===== config.mk =====
export PLATFORM = sky130hd
export DESIGN_NAME = mm_ln_stream_ingress_flat
export DESIGN_NICKNAME = d
export VERILOG_FILES = /design/src/rtl/mm_ln_stream_ingress_if.sv /design/src/rtl/mm_ln_stream_ingress.sv /design/src/flat_wrapper.sv
export SDC_FILE = /design/constraint.sdc
export NUM_CORES = 2
export LEC_CHECK = 0
export BUFFER_PORTS_ARGS = -buffer_cell sky130_fd_sc_hd__buf_2
export CAP_MARGIN = 20
export CORE_MARGIN = 3
export CORE_UTILIZATION = 32
export DETAILED_ROUTE_END_ITERATION = 6
export SYNTH_ARGS = -nofsm -noshare
export SYNTH_HDL_FRONTEND = slang
export SYNTH_SLANG_ARGS = --single-unit
export TNS_END_PERCENT = 1

===== constraint.sdc =====
create_clock -name clk -period 9.55 [get_ports clk]
set_input_delay 1.4325 -clock clk [delete_from_list [all_inputs] [get_ports clk]]
set_output_delay 1.4325 -clock clk [all_outputs]
set_load 0.01 [all_outputs]

===== src/rtl/mm_ln_stream_ingress_if.sv =====
// -----------------------------------------------------------------------------
// mm_ln_stream_ingress_if
// Bundle of the N_CH slave streams (from DMA s2mm) and N_CH master streams
// (to the mm_ln core) handled by mm_ln_stream_ingress. Channel ch occupies
// bit ch of the control vectors and [ch*D_W_IN +: D_W_IN] of the data vectors.
//   slave  : view of the ingress block (consumes s_*, produces m_*)
//   master : view of the surrounding environment (produces s_*, consumes m_*)
// -----------------------------------------------------------------------------
interface mm_ln_stream_ingress_if #(
  parameter int N_CH   = 10,
  parameter int D_W_IN = 32
);
  logic [N_CH*D_W_IN-1:0] s_tdata;
  logic [N_CH-1:0]        s_tlast;
  logic [N_CH-1:0]        s_tvalid;
  logic [N_CH-1:0]        s_tready;

  logic [N_CH*D_W_IN-1:0] m_tdata;
  logic [N_CH-1:0]        m_tlast;
  logic [N_CH-1:0]        m_tvalid;
  logic [N_CH-1:0]        m_tready;

  modport slave (
    input  s_tdata, s_tlast, s_tvalid, m_tready,
    output s_tready, m_tdata, m_tlast, m_tvalid
  );

  modport master (
    output s_tdata, s_tlast, s_tvalid, m_tready,
    input  s_tready, m_tdata, m_tlast, m_tvalid
  );
endinterface


===== src/rtl/mm_ln_stream_ingress.sv =====
// -----------------------------------------------------------------------------
// mm_ln_stream_ingress
// Ingress front-end for the matmul + layer-norm core. Each of N_CH stream
// channels gets a 2-entry skid FIFO, a beat counter checked against a length
// latched at start, tlast cleanup (tlast out is exactly on the final beat) and
// sticky completion/error status.
// Ports:
//   clk           : clock, rising edge
//   rst           : asynchronous reset, active low
//   start         : arm pulse, honoured only while busy = 0
//   exp_len       : expected beats per channel, [ch*LEN_W +: LEN_W]
//   ifc           : slave/master stream bundle (slave modport)
//   ch_done       : channel finished, all beats delivered downstream
//   ch_err_early  : input tlast arrived before the expected final beat
//   ch_err_nolast : final beat by count arrived without input tlast
//   all_done      : AND of ch_done
//   busy          : any channel in RUN or DRAIN
//
// Per-channel FSM
//   state    | meaning
//   ---------+-----------------------------------------------------------
//   ST_IDLE  | after reset, never armed
//   ST_RUN   | accepting input beats until the final beat is taken
//   ST_DRAIN | final beat taken, waiting for the skid FIFO to empty
//   ST_DONE  | all beats delivered; ch_done = 1 until next start
// -----------------------------------------------------------------------------
module mm_ln_stream_ingress #(
  parameter int N_CH   = 10,
  parameter int D_W_IN = 32,
  parameter int LEN_W  = 16
) (
  input  logic                    clk,
  input  logic                    rst,
  input  logic                    start,
  input  logic [N_CH*LEN_W-1:0]   exp_len,
  mm_ln_stream_ingress_if.slave   ifc,
  output logic [N_CH-1:0]         ch_done,
  output logic [N_CH-1:0]         ch_err_early,
  output logic [N_CH-1:0]         ch_err_nolast,
  output logic                    all_done,
  output logic                    busy
);

  typedef enum logic [1:0] {ST_IDLE, ST_RUN, ST_DRAIN, ST_DONE} state_t;

  logic                   w_start_acc;
  logic [N_CH-1:0]        w_busy_ch;
  logic [N_CH-1:0]        w_s_tready;
  logic [N_CH-1:0]        w_m_tvalid;
  logic [N_CH-1:0]        w_m_tlast;
  logic [N_CH*D_W_IN-1:0] w_m_tdata;

  // All channels are IDLE or DONE whenever busy is low, so an accepted start
  // always finds every channel ready to re-arm.
  assign w_start_acc = start & ~busy;
  assign busy        = |w_busy_ch;
  assign all_done    = &ch_done;

  assign ifc.s_tready = w_s_tready;
  assign ifc.m_tvalid = w_m_tvalid;
  assign ifc.m_tlast  = w_m_tlast;
  assign ifc.m_tdata  = w_m_tdata;

  for (genvar ch = 0; ch < N_CH; ch++) begin : g_ch
    state_t              r_state;
    state_t              w_state_nxt;
    logic [LEN_W-1:0]    r_len;
    logic [LEN_W-1:0]    r_cnt;
    logic [LEN_W:0]      w_cnt_inc;
    logic [LEN_W-1:0]    w_len_in;
    logic [1:0]          r_occ;
    logic [1:0]          w_occ_nxt;
    logic [D_W_IN-1:0]   r_data0;
    logic [D_W_IN-1:0]   r_data1;
    logic [D_W_IN-1:0]   w_din;
    logic                r_last0;
    logic                r_last1;
    logic                r_ready;
    logic                r_err_early;
    logic                r_err_nolast;
    logic                w_din_last;
    logic                w_push;
    logic                w_pop;
    logic                w_last_by_cnt;
    logic                w_before_end;
    logic                w_final;

    assign w_len_in   = exp_len[ch*LEN_W +: LEN_W];
    assign w_din      = ifc.s_tdata[ch*D_W_IN +: D_W_IN];
    assign w_din_last = ifc.s_tlast[ch];

    // r_ready is only ever high in RUN, so it alone qualifies a push.
    assign w_push = r_ready & ifc.s_tvalid[ch];
    assign w_pop  = (r_occ != 2'd0) & ifc.m_tready[ch];

    // One extra bit keeps the compare exact even for len = 2^LEN_W-1.
    assign w_cnt_inc     = {1'b0, r_cnt} + {{LEN_W{1'b0}}, 1'b1};
    assign w_last_by_cnt = (w_cnt_inc == {1'b0, r_len});
    assign w_before_end  = (w_cnt_inc <  {1'b0, r_len});
    assign w_final       = w_push & (w_last_by_cnt | w_din_last);

    assign w_occ_nxt = r_occ + {1'b0, w_push} - {1'b0, w_pop};

    always_comb begin
      w_state_nxt = r_state;
      case (r_state)
        ST_IDLE, ST_DONE: begin
          if (w_start_acc) begin
            w_state_nxt = (w_len_in == '0) ? ST_DONE : ST_RUN;
          end
        end
        ST_RUN: begin
          if (w_final) begin
            w_state_nxt = ST_DRAIN;
          end
        end
        ST_DRAIN: begin
          if (r_occ == 2'd0) begin
            w_state_nxt = ST_DONE;
          end
        end
        default: w_state_nxt = ST_IDLE;
      endcase
    end

    always_ff @(posedge clk or negedge rst) begin
      if (!rst) begin
        r_state      <= ST_IDLE;
        r_len        <= '0;
        r_cnt        <= '0;
        r_occ        <= 2'd0;
        r_data0      <= '0;
        r_data1      <= '0;
        r_last0      <= 1'b0;
        r_last1      <= 1'b0;
        r_ready      <= 1'b0;
        r_err_early  <= 1'b0;
        r_err_nolast <= 1'b0;
      end else begin
        r_state <= w_state_nxt;
        r_occ   <= w_occ_nxt;
        // Looks at post-edge occupancy so s_tready can never be high while
        // both entries are full.
        r_ready <= (w_state_nxt == ST_RUN) && (w_occ_nxt != 2'd2);

        if (w_start_acc) begin
          r_len        <= w_len_in;
          r_cnt        <= '0;
          r_err_early  <= 1'b0;
          r_err_nolast <= 1'b0;
        end else if (w_push) begin
          r_cnt <= w_cnt_inc[LEN_W-1:0];
          if (w_din_last && w_before_end) begin
            r_err_early <= 1'b1;
          end
          if (!w_din_last && w_last_by_cnt) begin
            r_err_nolast <= 1'b1;
          end
        end

        // Head entry drives m_*; shift only when the second entry is valid.
        if (w_pop && (r_occ == 2'd2)) begin
          r_data0 <= r_data1;
          r_last0 <= r_last1;
        end
        // Write slot is the occupancy left after this edge's pop; this later
        // assignment wins over the shift when both target the head.
        if (w_push) begin
          if ((r_occ - {1'b0, w_pop}) == 2'd0) begin
            r_data0 <= w_din;
            r_last0 <= w_final;
          end else begin
            r_data1 <= w_din;
            r_last1 <= w_final;
          end
        end
      end
    end

    assign w_s_tready[ch]                   = r_ready;
    assign w_m_tvalid[ch]                   = (r_occ != 2'd0);
    assign w_m_tlast[ch]                    = r_last0 & (r_occ != 2'd0);
    assign w_m_tdata[ch*D_W_IN +: D_W_IN]   = r_data0;
    assign w_busy_ch[ch]                    = (r_state == ST_RUN) || (r_state == ST_DRAIN);
    assign ch_done[ch]                      = (r_state == ST_DONE);
    assign ch_err_early[ch]                 = r_err_early;
    assign ch_err_nolast[ch]                = r_err_nolast;
  end

endmodule


===== src/flat_wrapper.sv =====
// flat-port wrapper written by rule: the top's interface ports become plain ports
module mm_ln_stream_ingress_flat 
#(
  parameter int N_CH   = 10,
  parameter int D_W_IN = 32,
  parameter int LEN_W  = 16
)
  (clk, rst, start, exp_len, ch_done, ch_err_early, ch_err_nolast, all_done, busy, ifc_s_tdata, ifc_s_tlast, ifc_s_tvalid, ifc_m_tready, ifc_s_tready, ifc_m_tdata, ifc_m_tlast, ifc_m_tvalid);
  mm_ln_stream_ingress_if #(.N_CH(N_CH), .D_W_IN(D_W_IN)) ifc_i ();
  input  logic clk;
  input  logic rst;
  input  logic start;
  input  logic [N_CH*LEN_W-1:0] exp_len;
  output logic [N_CH-1:0] ch_done;
  output logic [N_CH-1:0] ch_err_early;
  output logic [N_CH-1:0] ch_err_nolast;
  output logic all_done;
  output logic busy;
  input wire logic [$bits(ifc_i.s_tdata)-1:0] ifc_s_tdata;
  input wire logic [$bits(ifc_i.s_tlast)-1:0] ifc_s_tlast;
  input wire logic [$bits(ifc_i.s_tvalid)-1:0] ifc_s_tvalid;
  input wire logic [$bits(ifc_i.m_tready)-1:0] ifc_m_tready;
  output wire logic [$bits(ifc_i.s_tready)-1:0] ifc_s_tready;
  output wire logic [$bits(ifc_i.m_tdata)-1:0] ifc_m_tdata;
  output wire logic [$bits(ifc_i.m_tlast)-1:0] ifc_m_tlast;
  output wire logic [$bits(ifc_i.m_tvalid)-1:0] ifc_m_tvalid;
  assign ifc_i.s_tdata = ifc_s_tdata;
  assign ifc_i.s_tlast = ifc_s_tlast;
  assign ifc_i.s_tvalid = ifc_s_tvalid;
  assign ifc_i.m_tready = ifc_m_tready;
  assign ifc_s_tready = ifc_i.s_tready;
  assign ifc_m_tdata = ifc_i.m_tdata;
  assign ifc_m_tlast = ifc_i.m_tlast;
  assign ifc_m_tvalid = ifc_i.m_tvalid;
  mm_ln_stream_ingress #(.N_CH(N_CH), .D_W_IN(D_W_IN), .LEN_W(LEN_W)) u_core (.clk(clk), .rst(rst), .start(start), .exp_len(exp_len), .ifc(ifc_i), .ch_done(ch_done), .ch_err_early(ch_err_early), .ch_err_nolast(ch_err_nolast), .all_done(all_done), .busy(busy));
endmodule

==> Yosys cells after proc, flatten, opt, wreduce, memory -nomap -nowiden <==
Index checks and enable logic that the tools add are counted.
{ "totals": {"regBits": 1050, "output_inout_bits": 382, "word_cells": 664} }
{ "op_classes": {"n_addsub": 40, "n_lt_le_gt_ge": 10, "n_eq_ne": 70, "mux": 190, "n_bitwise": 62, "reduce_logical": 182} }
{ "ops": {"columns": ["op", "n"], "rows": [
  ["32-bit two-way mux", 30],
  ["16-bit two-way mux", 20],
  ["16-bit by 1-bit adder with 17-bit output (second input constant)", 10],
  ["17-bit by 16-bit equality test with 1-bit output", 10],
  ["17-bit by 16-bit less-than comparator with 1-bit output", 10],
  ["16-bit logical NOT", 10],
  ["1-bit two-way mux", 90],
  ["2-bit two-way mux", 40],
  ["2-bit nonzero test", 40],
  ["2-bit equality test (second input constant)", 30],
  ["2-bit logical NOT", 30],
  ["2-bit one-hot mux with 3 select lines", 10],
  ["2-bit AND reduction", 30],
  ["1-bit AND", 41],
  ["2-bit by 1-bit equality test with 1-bit output (second input constant)", 20],
  ["1-bit logical AND", 40],
  ["2-bit by 1-bit subtractor with 2-bit output", 20],
  ["2-bit by 1-bit adder with 2-bit output", 10],
  ["2-bit != test (second input constant)", 10],
  ["2-bit OR reduction", 10],
  ["1-bit inverter", 11],
  ["1-bit logical NOT", 10],
  ["1-bit logical OR", 10],
  ["1-bit bitwise OR", 10],
  ["2 further kinds", 2]
]} }

==> Depth between registers and ports, before layout <==
{ "logic_depth": {"word_depth": 9, "depth_mapped": 14} }

==> Least setup slack after synthesis <==
Ideal clock, no wire load.
{ "synth_timing": {"path_type": "register to register", "startpoint": "reg u_core.g_ch[3].r_cnt[0]", "endpoint": "reg u_core.g_ch[3].r_ready", "setup_ns": 0.120, "t_arrival_ns": 3.291, "path_slack_ns": 6.139, "path_stages_with_launch": 13, "n_path_buf": 0, "period_less_slack_ns": 3.411, "path_cell_list": "dfrtp_1 ha_1 nand3_1 nor4_2 nand3_1 xnor2_1 ha_1 nand3_1 or4_1 a2111oi_2 o21ai_1 a22oi_1 and3b_1"} }
{ "synth_via": {"elab_chain_len": 8} }
{ "synth_rtl": {"columns": ["element", "line", "source"], "rows": [
  ["start, declared", "mm_ln_stream_ingress.sv:68", "logic [LEN_W-1:0] r_cnt;"],
  ["start signal, assigned", "mm_ln_stream_ingress.sv:152", "r_cnt <= w_cnt_inc[LEN_W-1:0];"],
  ["16-bit by 1-bit adder with 17-bit output", "mm_ln_stream_ingress.sv:97", "assign w_cnt_inc = {1'b0, r_cnt} + {{LEN_W{1'b0}}, 1'b1};"],
  ["17-bit by 16-bit equality test with 1-bit output", "mm_ln_stream_ingress.sv:98", "assign w_last_by_cnt = (w_cnt_inc == {1'b0, r_len});"],
  ["1-bit bitwise OR", "mm_ln_stream_ingress.sv:100", "assign w_final = w_push & (w_last_by_cnt | w_din_last);"],
  ["1-bit AND", "mm_ln_stream_ingress.sv:100", null],
  ["2-bit two-way mux", "mm_ln_stream_ingress.sv:113", "if (w_final) begin"],
  ["2-bit one-hot mux with 3 select lines", "mm_ln_stream_ingress.sv:106", "case (r_state)"],
  ["net u_core.g_ch[3].w_state_nxt[1]", "mm_ln_stream_ingress.sv:66", "state_t w_state_nxt;"],
  ["2-bit by 1-bit equality test with 1-bit output", "mm_ln_stream_ingress.sv:144", "r_ready <= (w_state_nxt == ST_RUN) && (w_occ_nxt != 2'd2);"],
  ["1-bit logical AND", "mm_ln_stream_ingress.sv:144", null],
  ["end signal, assigned", "mm_ln_stream_ingress.sv:144", null],
  ["end, declared", "mm_ln_stream_ingress.sv:78", "logic r_ready;"]
]} }
The timed path passes the listed nets, and every way through them passes these cells.
A chain may end at the register's enable or synchronous reset.

==> Worst setup path in the final report <==
{ "layout_timing": {"startpoint": "reg u_core.g_ch[5].r_state[0]", "endpoint": "out busy"} }
{ "layout_via": {"elab_chain_len": 3, "elab_cells_between_ends": 4, "classes_between": "eq/ne (2); reduce/logical (2)"} }
{ "layout_rtl": {"columns": ["element", "line", "source"], "rows": [
  ["start, declared", "mm_ln_stream_ingress.sv:65", "state_t r_state;"],
  ["start signal, assigned", "mm_ln_stream_ingress.sv:140", "r_state <= w_state_nxt;"],
  ["2-bit by 1-bit equality test with 1-bit output / 2-bit equality test (equally long branches)", "mm_ln_stream_ingress.sv:184", "assign w_busy_ch[ch] = (r_state == ST_RUN) || (r_state == ST_DRAIN);"],
  ["1-bit logical OR (*)", "mm_ln_stream_ingress.sv:184", null],
  ["10-bit OR reduction (*)", "mm_ln_stream_ingress.sv:56", "assign busy = |w_busy_ch;"],
  ["end, declared", "flat_wrapper.sv:18", "output logic busy;"]
]} }
Every way passes the cells marked *; elsewhere a longest branch is shown, timed or not.

==> flow_metrics.py <==
metrics = {
    "outcome": {
        "status": "complete, no violations",
    },
    "layout": {
        "final_cell_mix": "dfrtp_1 (1050), buf_2 (893), nor2_1 (562)",
        "syn_to_final_growth_pct": 21.1,
        "final_common_cell": "dfrtp_1",
        "drive_gt1_frac": 0.266,
        "nets": 6416,
    },
    "cts": {
        "clock_sinks": 1050,
        "cts_tree": "yes",
        "ctsHoldBuffers": 0,
        "clock_path_buffers": 3,
        "clkLatencyLatePin_ps": 740,
        "clkTransAtPathRegs_ps": 60,
        "cts_resized": 0,
        "h-tree-depth": 3,
        "cts_inserted_buffers": 120,
        "cts_setup_buffers": 0,
        "cts-root-buf": "clkbuf_16",
    },
    "routing": {
        "drt_wl_total_um": 149000,
        "via_per_inst": 4.84,
        "first_iter_violations": 2142,
        "antenna_left": 0,
        "dr_total_vias": 38187,
        "drc": 0,
        "wl_per_cell_um": 18.9,
        "dr.pass1.iters": 5,
    },
    "sta": {
        "period_share": 0.452,
        "final_hold_viol_count": 0,
        "rsz0062_at_grt": "no",
        "finalClockSkew_ps": 35.6,
        "maxSlewViolCount": 0,
        "tightest_slew_ps": 979,
        "setup_ws_ps": 5230,
        "post-route-min-period_ps": 4320,
        "finalSetupViolations": 0,
        "tns_ps": 0,
        "fmax_ghz": 0.232,
        "slew_headroom": 0.347,
    },
    "synth": {
        "ys_ff_latch": 1050,
        "netlist_area_um2": 51100,
        "yosysWarnings": 0,
        "synthesis.nets": 5608,
        "yosysTopAreaCellShare": 0.514,
        "ys_seq_area_frac": 0.514,
        "syn_inst": 4875,
        "synth_top_area_cell": "dfrtp_1",
        "synth_cell_type_count": 74,
        "synth-edff-count": 0,
        "ys.flop_type": "dfrtp_1",
        "async_flop_share": 1.00,
        "yosys-top-cells-area": "dfrtp_1 (51%), mux2_2 (7.3%), mux2i_1 (6.4%)",
        "syn_area_per_cell_um2": 10.5,
    },
    "critical_path": {
        "start_kind": "flip-flop",
        "reg2reg_slack_ps": 5430,
        "cp.required_ps": 8120,
        "cp.arrival_ps": 2880,
        "r2r-start": "u_core.g_ch[5].r_state[0]$_DFF_PN0_",
        "r2r_end": "u_core.g_ch[9].r_ready$_DFF_PN0_",
        "path_class": "reg2out",
        "end_kind": "output port",
        "path_max_fanout": 4,
        "worstRegToRegCells": 10,
    },
    "worst_hold_path": {
        "hold_start": "u_core.g_ch[7].r_len[0]$_DFFE_PN0P_",
        "hold_end": "u_core.g_ch[7].r_len[0]$_DFFE_PN0P_",
        "hold_path_class": "reg2reg",
        "hold_depth": 2,
    },
    "placed_design": {
        "place_congestion": 0.828,
        "io_buffers": 894,
        "pre_cts_slack_ps": 4950,
        "hpwl_um": 110000,
    },
    "die": {
        "core_um2": 157000,
        "dieWidth_um": 406,
        "start_util": 0.324,
        "pin_count": 895,
        "rows": 145,
        "dieArea_um2": 164000,
        "die_h_um": 406,
    },
    "global_routing": {
        "grt_max_degree": 158,
        "grt_pass1_wl_um": 227000,
        "overflow": 0,
        "first_global_vias": 38619,
        "antenna_found_initial": 66,
        "track_usage": 0.176,
    },
    "power": {
        "p_leak_nw": 30.9,
        "power_density_nw_per_um2": 300,
        "ir_worst_vdd_uv": 177,
    },
    "run": {
        "maxCapViolations": 0,
    },
}
==> state kept, by name, indices dropped and copies added (netlist names) <==
| register | cells |
|---|---|
| u_core.g_ch.r_occ | 20 |
| u_core.g_ch.r_err_nolast | 10 |
| u_core.g_ch.r_ready | 10 |
| u_core.g_ch.r_len | 160 |
| u_core.g_ch.r_state | 20 |
| u_core.g_ch.r_data1 | 320 |
| u_core.g_ch.r_last1 | 10 |
| u_core.g_ch.r_err_early | 10 |
| u_core.g_ch.r_data0 | 320 |
| u_core.g_ch.r_cnt | 160 |
| u_core.g_ch.r_last0 | 10 |
==> cells by family (layout without fill, tap and decap cells) <==
logic type | after synthesis | in the layout | share of synthesized area
simple gates | 1374 | 1374 | 0.122
mux | 655 | 655 | 0.136
buf+inv | 495 | 1405 | 0.0400
fa+ha+maj | 220 | 220 | 0.0539
other cells | 0 | 55 | 0
compound gates | 808 | 808 | 0.0862
flops | 1050 | 1050 | 0.514
xor+xnor | 273 | 273 | 0.0468
==> routing by layer <==
metal,vias up,track usage,part of all wire
li1,18462,-,-
met1,18514,0.220,0.42
met2,908,0.283,0.47
met3,277,0.0508,0.068
met4,26,0.0802,0.037
met5,-,0,0.0011
==> how the worst max path moves through the flow <==
stage	start	endpoint	slack, ps	cells past startpoint
final	u_core.g_ch[5].r_state[0]$_DFF_PN0_	busy	5230	5
after global routing	u_core.g_ch[5].r_state[0]$_DFF_PN0_	busy	4880	5
after CTS	u_core.g_ch[5].r_state[0]$_DFF_PN0_	busy	4930	5
after detailed placement	start	u_core.g_ch[9].r_ready$_DFF_PN0_	4950	9
after global placement	start	u_core.g_ch[9].r_ready$_DFF_PN0_	4940	9
after floorplan	u_core.g_ch[3].r_cnt[0]$_DFFE_PN0P_	u_core.g_ch[3].r_ready$_DFF_PN0_	6140	12
==> synthesized netlist by cell type (29+ instances only) <==
| cell type | instances |
|---|---|
| dfrtp_1 | 1050 |
| nor2_1 | 562 |
| a21oi_1 | 450 |
| nand2_1 | 364 |
| mux2_2 | 329 |
| mux2i_1 | 326 |
| inv_1 | 235 |
| ha_1 | 220 |
| xnor2_1 | 154 |
| o21ai_1 | 144 |
| clkbuf_1 | 131 |
| xor2_1 | 119 |
| nand3_1 | 101 |
| o21ai_0 | 97 |
| nand4_1 | 72 |
| nor4_1 | 54 |
| buf_2 | 51 |
| nor3_1 | 47 |
| buf_1 | 43 |
| or3_1 | 43 |
| buf_4 | 30 |
| a21o_1 | 29 |
==> worst max-delay path, stage by stage (launching register included) <==
cell and delay (ps):
dfrtp_1 390, inv_1 60, ha_1 500, nand4_1 360, or3_1 620, buf_2 230
==> stage by stage <==
stage / instance area, µm² / power, mW / cells / util / hold slack (ps)
after floorplan: 51100 / 11.5 / 4875 / - / 450
after global placement: 57600 / 13.7 / 7618 / 0.366 / 467
after detailed placement: 57600 / 14.0 / 7619 / 0.366 / 471
after CTS: 61700 / 18.8 / 7843 / 0.392 / 490
after global routing: 61800 / 19.8 / 7877 / 0.392 / 508
final: 61900 / 18.5 / 7898 / 0.393 / 484
==> cell type report <==
cell class | instances | area (µm²)
Timing Repair Buffer | 943 | 4930
Clock inverter | 63 | 701
Inverter | 238 | 893
Multi-Input combinational cell | 3330 | 23000
Sequential cell | 1050 | 26300
Clock buffer | 161 | 3380
Fill cell | 15551 | 95600
Tap cell | 2058 | 2570
Antenna cell | 55 | 138
==> where the power goes <==
part / internal (mW) / switching [mW]
logic: 2.96 / 3.44
registers: 6.38 / 1.01
clock network: 2.78 / 1.97
total: 12.1 / 6.42
Note: power is estimated with default switching activity, not from simulation.
